`src/rtl/vartheta_inv_serial.sv`:
```
// Inverse SWAN vartheta: rotates columns 0/1/2 left by PC/PB/PA bits, column 3 untouched.
// Bit-serial: each ROT cycle moves every unfinished column by one bit.
module vartheta_inv_serial #(
  parameter int BLOCK_SIZE  = 64,
  parameter int SIDE_SIZE   = BLOCK_SIZE / 2,
  parameter int COLUMN_SIZE = SIDE_SIZE / 4,
  parameter int PA          = 1,
  parameter int PB          = 2,
  parameter int PC          = 7
) (
  input  logic                 clk,
  input  logic                 rst_n,
  input  logic                 in_valid,
  output logic                 in_ready,
  input  logic [0:SIDE_SIZE-1] x,
  output logic                 out_valid,
  input  logic                 out_ready,
  output logic [0:SIDE_SIZE-1] y,
  output logic                 busy
);

  localparam int MAXP  = (PA > PB) ? ((PA > PC) ? PA : PC) : ((PB > PC) ? PB : PC);
  localparam int CNT_W = $clog2(COLUMN_SIZE) + 1;

  typedef enum logic [1:0] {IDLE, ROT, DONE} state_t;

  state_t                 state_reg;
  logic [CNT_W-1:0]       cnt_reg;
  logic [0:SIDE_SIZE-1]   data_reg;
  logic [0:SIDE_SIZE-1]   data_rot;

  // One-bit left rotate for each column still short of its rotate amount.
  for (genvar gi = 0; gi < 4; gi++) begin : g_col
    localparam int PK = (gi == 0) ? PC : (gi == 1) ? PB : (gi == 2) ? PA : 0;
    localparam int B  = gi * COLUMN_SIZE;
    if (PK > 0) begin : g_rot
      assign data_rot[B +: COLUMN_SIZE] = (cnt_reg < CNT_W'(PK))
          ? {data_reg[B+1 +: COLUMN_SIZE-1], data_reg[B]}
          : data_reg[B +: COLUMN_SIZE];
    end else begin : g_hold
      assign data_rot[B +: COLUMN_SIZE] = data_reg[B +: COLUMN_SIZE];
    end
  end

  always_ff @(posedge clk or negedge rst_n) begin
    if (!rst_n) begin
      state_reg <= IDLE;
      cnt_reg   <= '0;
      data_reg  <= '0;
    end else begin
      case (state_reg)
        IDLE: begin
          if (in_valid) begin
            data_reg  <= x;
            cnt_reg   <= '0;
            state_reg <= (MAXP == 0) ? DONE : ROT;
          end
        end
        ROT: begin
          data_reg <= data_rot;
          cnt_reg  <= cnt_reg + CNT_W'(1);
          if (cnt_reg == CNT_W'(MAXP - 1)) state_reg <= DONE;
        end
        DONE: begin
          if (out_ready) state_reg <= IDLE;
        end
        default: state_reg <= IDLE;
      endcase
    end
  end

  assign in_ready  = (state_reg == IDLE);
  assign out_valid = (state_reg == DONE);
  assign busy      = (state_reg != IDLE);
  assign y         = data_reg;

endmodule

```
`config.mk`:
```
export PLATFORM = sky130hd
export DESIGN_NAME = vartheta_inv_serial
export DESIGN_NICKNAME = d
export VERILOG_FILES = /design/src/rtl/vartheta_inv_serial.sv
export SDC_FILE = /design/constraint.sdc
export NUM_CORES = 1
export LEC_CHECK = 0
export BUFFER_PORTS_ARGS = -buffer_cell sky130_fd_sc_hd__buf_2
export CORE_ASPECT_RATIO = 1.2
export CORE_MARGIN = 2
export CORE_UTILIZATION = 49
export DETAILED_ROUTE_END_ITERATION = 6
export GPL_ROUTABILITY_DRIVEN = 0
export PLACE_DENSITY = 0.87
export SYNTH_ARGS = -nofsm -noshare
export SYNTH_HDL_FRONTEND = slang
export SYNTH_SLANG_ARGS = --single-unit
```
`constraint.sdc`:
```
create_clock -name clk -period 1.6 [get_ports clk]
set_input_delay 0.08 -clock clk [delete_from_list [all_inputs] [get_ports clk]]
set_output_delay 0.08 -clock clk [all_outputs]
set_load 0.02 [all_outputs]
```
# Word-level counts from Yosys, hierarchy flattened
# Index checks and enable logic that the tools add are counted.
# word_totals
inputBits	36
output_inout_bits	35
register_bits	38
wordCells	40
# classes
bitwise_logic	1
eq_ne	9
n_lt_le_gt_ge	3
mux	11
add_sub_neg	1
n_reduce_logical	9
# op_table
op	count
32-bit case mux with 2 select lines	1
32-bit two-way mux	1
8-bit two-way mux	3
3-bit AND reduction	5
2-bit inequality test (second input constant)	5
4-bit case mux with 2 select lines	1
2-bit two-way mux	3
2-bit case mux with 3 select lines	1
4-bit by 1-bit adder with 4-bit output (second input constant)	1
4-bit by 3-bit equality test with 1-bit output (second input constant)	1
4-bit by 1-bit < comparator with 1-bit output (second input constant)	1
4-bit by 2-bit < comparator with 1-bit output (second input constant)	1
4-bit by 3-bit < comparator with 1-bit output (second input constant)	1
4-bit two-way mux	1
2-bit nonzero test	2
2-bit by 1-bit equality test with 1-bit output (second input constant)	1
2-bit equality test (second input constant)	1
2-bit logical NOT	1
2-bit by 1-bit inequality test with 1-bit output (second input constant)	1
2-bit AND reduction	1
1-bit inverter	1

# Depth between registers and ports, before layout
# logic_depth
depth_word	3
depth_mapped	7

# Least setup slack after synthesis
# No wires, ideal clock.
# synth_path
kind	register -> register
start	reg state_reg[0]
end	reg data_reg (netlist bit y[24])
arrival_time_ps	1448
n_path_buf	2
path_stages_with_launch	7
slack_ps	27
cell_sequence	dfrtp_1 > buf_6 > or2_4 > inv_2 > and2_4 > buf_12 > mux2_4
# synth_between
word_cells_on_any_way	4
classes_between	1 x eq/ne; 1 x bitwise; 2 x reduce/logical
# synth_lines
item	line	text
start, declared	27	state_t state_reg;
start signal, assigned	56	state_reg <= (MAXP == 0) ? DONE : ROT;
2-bit logical NOT	--	
named net in_ready	14	output logic in_ready,
3-bit AND reduction (no source line)	--	
end signal, assigned	60	data_reg <= data_rot;
end, declared	29	logic [0:SIDE_SIZE-1] data_reg;
# The timed path passes the listed nets, and every way through them passes these cells.
# A chain may end at the register's enable or synchronous reset.

# Final worst setup path
# layout_path
start	reg cnt_reg[0]
end	reg data_reg (netlist bit y[22])
# layout_between
elab_chain_len	3
# layout_rtl
item	line	text
start, declared	28	logic [CNT_W-1:0] cnt_reg;
start signal, assigned	61	cnt_reg <= cnt_reg + CNT_W'(1);
4-bit by 1-bit < comparator with 1-bit output	37	assign data_rot[B +: COLUMN_SIZE] = (cnt_reg < CNT_W'(PK))
2-bit inequality test (no source line)	--	
3-bit AND reduction (no source line)	--	
# No other way between the ends.

==> results by group <==
Outcome
  • Status: completed

Yosys
  • Unique masters post-synth: 33
  • Synth Area in Adders: 0.0193
  • Post-synthesis xor/xnor area fraction: 0
  • Synth top area cells: dfrtp_1, mux2i_1, mux2_4, o21ai_2, o21ai_1
  • Number of synthesized flops with an enable pin: 0
  • Yosys warning total: 0
  • Synth Area in Simple Gates: 0.0894
  • Synth top area share: 0.489
  • Most frequent cell after synthesis: dfrtp_1
  • Post-Syn Area: 0.00195 sq mm
  • Synth Area in Compound Gates: 0.151
  • Commonest cells post-synth: dfrtp_1, mux2i_1, nand2_1
  • Avg Cell Area, Syn: around 12 sq um
  • Mux share of post-synthesis cell area: 0.190
  • Syn Nets: between 200 and 250
  • Sequential fraction of the synthesis area: 0.489
  • Largest family of logic cells by synthesized area: multiplexers
  • Async SR Flop Fraction: 1.00
  • Yosys top cell by area: dfrtp_1
  • Primary FF master, synth: dfrtp_1
  • Gate Count Post-Synth: 164
  • Yosys reg bits: 38

Floorplanning
  • Die Y: around 73 um
  • Initial Util: 0.502
  • Die area: between 0.004 and 0.005 sq mm
  • I/O pin count: 71
  • Die W: approximately 62 um
  • Core area: 0.00388 sq mm
  • # rows: 25

Critical path
  • Crit start category: flop
  • Worst Path Max Fanout: 16
  • Worst EP arrival: 1.68 ns
  • CP required: approximately 1.8 ns
  • Slowest-stage cell, CP: dfrtp_1
  • Critical path origin: cnt_reg[0]$_DFFE_PN0P_
  • Crit path cell chain: inv_1 > ha_1 > nor4bb_2 > o21bai_2 > buf_12 > nand2_1 > o21ai_1
  • CP endpoint kind: flop
  • Worst path max stage delay: roughly 0.42 ns
  • Reg2reg start: cnt_reg[0]$_DFFE_PN0P_
  • Kind of critical path: flop to flop

Drt
  • DRC viols: 0
  • Via-to-Cell Ratio: about 5.0
  • 1st-pass router iterations: 2
  • Per-cell routed wire length: around 13 um
  • Final wirelength: between 3 and 4 mm
  • Initial DRC count: 84
  • Via count: around 1500
  • Final ANT Viol Nets: 0

Clock tree
  • CTS sink count: 38
  • Clock Tree Buf Depth: 2
  • # Post-CTS Setup Buffers: 0
  • Root Driver: clkbuf_8
  • Clock Latency Late Sink: roughly 0.28 ns
  • TritonCTS clock tree: done
  • Total CTS buffers: 5
  • H-tree depth: 2
  • Reg clk slew, reported paths: roughly 0.07 ns

Place
  • Dpl cell area: around 0.0023 sq mm
  • Port Buf Inserts: 70
  • Placed insts: around 290
  • Detail Placement HPWL: 2.89 mm
  • Placement Setup Slack: a little under 0.06 ns

Layout
  • Final instance area: between 0.002 and 0.0025 sq mm
  • ANT cells: 0
  • Layout area overhead: 26.4%
  • Finished Layout Cells: 296
  • Max reg flops: 32
  • Layout cells sized above 1: 0.479
  • Post-Route Utilization: 0.634
  • Nets@finish: between 200 and 300

Timing
  • Final WS setup: 0.0968 ns
  • Worst slew margin: 0.556
  • Final TNS setup: 0 ns
  • Fin crit period: 1.50 ns
  • Worst Skew: slightly below 0.006 ns
  • Count of final setup violators: 0
  • Least-Margin Pin Slew: between 0.6 and 0.7 ns
  • Hold_ws: around 0.032 ns
  • Slew Limit Fails: 0
  • Period utilisation layout: 0.939
  • Final hold vios: 0
  • Fmax: around 670 MHz

Power
  • Peak supply drop: just under 1 mV
  • Pwr Total: roughly 5.1 mW
  • Pleak: between 1 and 1.5 nW
  • Pwr/cell area: ~2100 mW/mm^2

Global route
  • Gr usage total: 0.186
  • Maximum number of pins on one net before global-route repair: 32
  • Vias in the first global route: about 1500
  • Overflow after GRT: 0
  • First-pass GRT wire length: 6.27 mm
  • Initial antenna violation count: 0

Hold path
  • Hold Startpoint: x[25]
  • Hold Path Class: input pin to flop

Flow run
  • Max-Cap Viols: 0
==> final timing paths <==
check                      slack [ns]                     end  depth (start not counted)
min                              0.03       y[25]$_DFFE_PN0P_                          2
max                               0.1       y[22]$_DFFE_PN0P_                          7
min reg2reg                      0.51       y[31]$_DFFE_PN0P_                          1
max in group asynchronous        0.66       y[18]$_DFFE_PN0P_                          3
max reg2reg                       0.1       y[22]$_DFFE_PN0P_                          7
min in group asynchronous        0.36  cnt_reg[2]$_DFFE_PN0P_                          2
==> repair_timing <==
| action | CTS | global route |
|---|---|---|
| gates resized for setup | 0 | 2 |
| hold buffers | 1 | 0 |
| endpoints found under the hold margin | 30 | 0 |
| setup endpoints to repair | 0 | 16 |
==> kinds of logic after synthesis <==
kind of cell | after synthesis
simple gates | 32
flops | 38
compound gates | 42
mux | 33
fa+ha+maj | 3
buf+inv | 16
==> worst max-delay path, delay by kind of cell (launching register included) <==
kind | cells | cell delay, ns
flops | 1 | 0.42
simple gates | 2 | 0.37
compound gates | 2 | 0.19
fa+ha+maj | 1 | 0.15
buf+inv | 2 | 0.26
==> cells in the final DEF (no fill, tap or decap) <==
master,instances
buf_2,70
nand2_1,19
mux2_4,8
a41oi_1,1
o311ai_1,1
clkbuf_1,1
clkbuf_8,6
o21ai_0,8
mux2i_1,25
dfrtp_1,37
buf_4,8
nor2b_4,1
o21bai_2,2
o21bai_1,1
nand3_1,3
dlygate4sd3_1,1
o2bb2ai_1,1
clkinv_2,1
inv_2,1
ha_1,3
nor4b_2,1
or2_4,2
nand2_2,1
inv_1,5
a22o_1,1
and2_4,1
nor2b_1,1
buf_12,1
nand2b_1,2
o21ai_1,16
o21ai_2,10
a31oi_4,1
dfrtp_2,1
nor4bb_2,1
==> final cells by class <==
| class | count | area [sq um] |
|---|---|---|
| clock buffers | 7 | 86.3 |
| clock inverters | 1 | 5.00 |
| fillers | 339 | 1420 |
| inverters | 6 | 22.5 |
| multi-input cells | 110 | 885 |
| flip-flops and latches | 38 | 952 |
| well taps | 54 | 67.6 |
| repair buffers | 80 | 440 |
==> layer usage <==
layer | share of wire | wire [um] | GRT usage
met1 | 0.42 | 1640 | 0.221
met2 | 0.52 | 2040 | 0.327
met3 | 0.060 | 238 | 0.0461
met4 | 0.0081 | 32 | 0.0496
met5 | 0 | 0 | 0
==> power by group <==
group / switching [mW] / total, mW / leakage [nW] / internal [mW]
Combinational: 1.54 / 2.75 / 0.815 / 1.21
Sequential: 0.347 / 1.75 / 0.475 / 1.40
Clock: 0.306 / 0.654 / 0.0482 / 0.347
No activity file was read; power rests on OpenSTA's default activity.
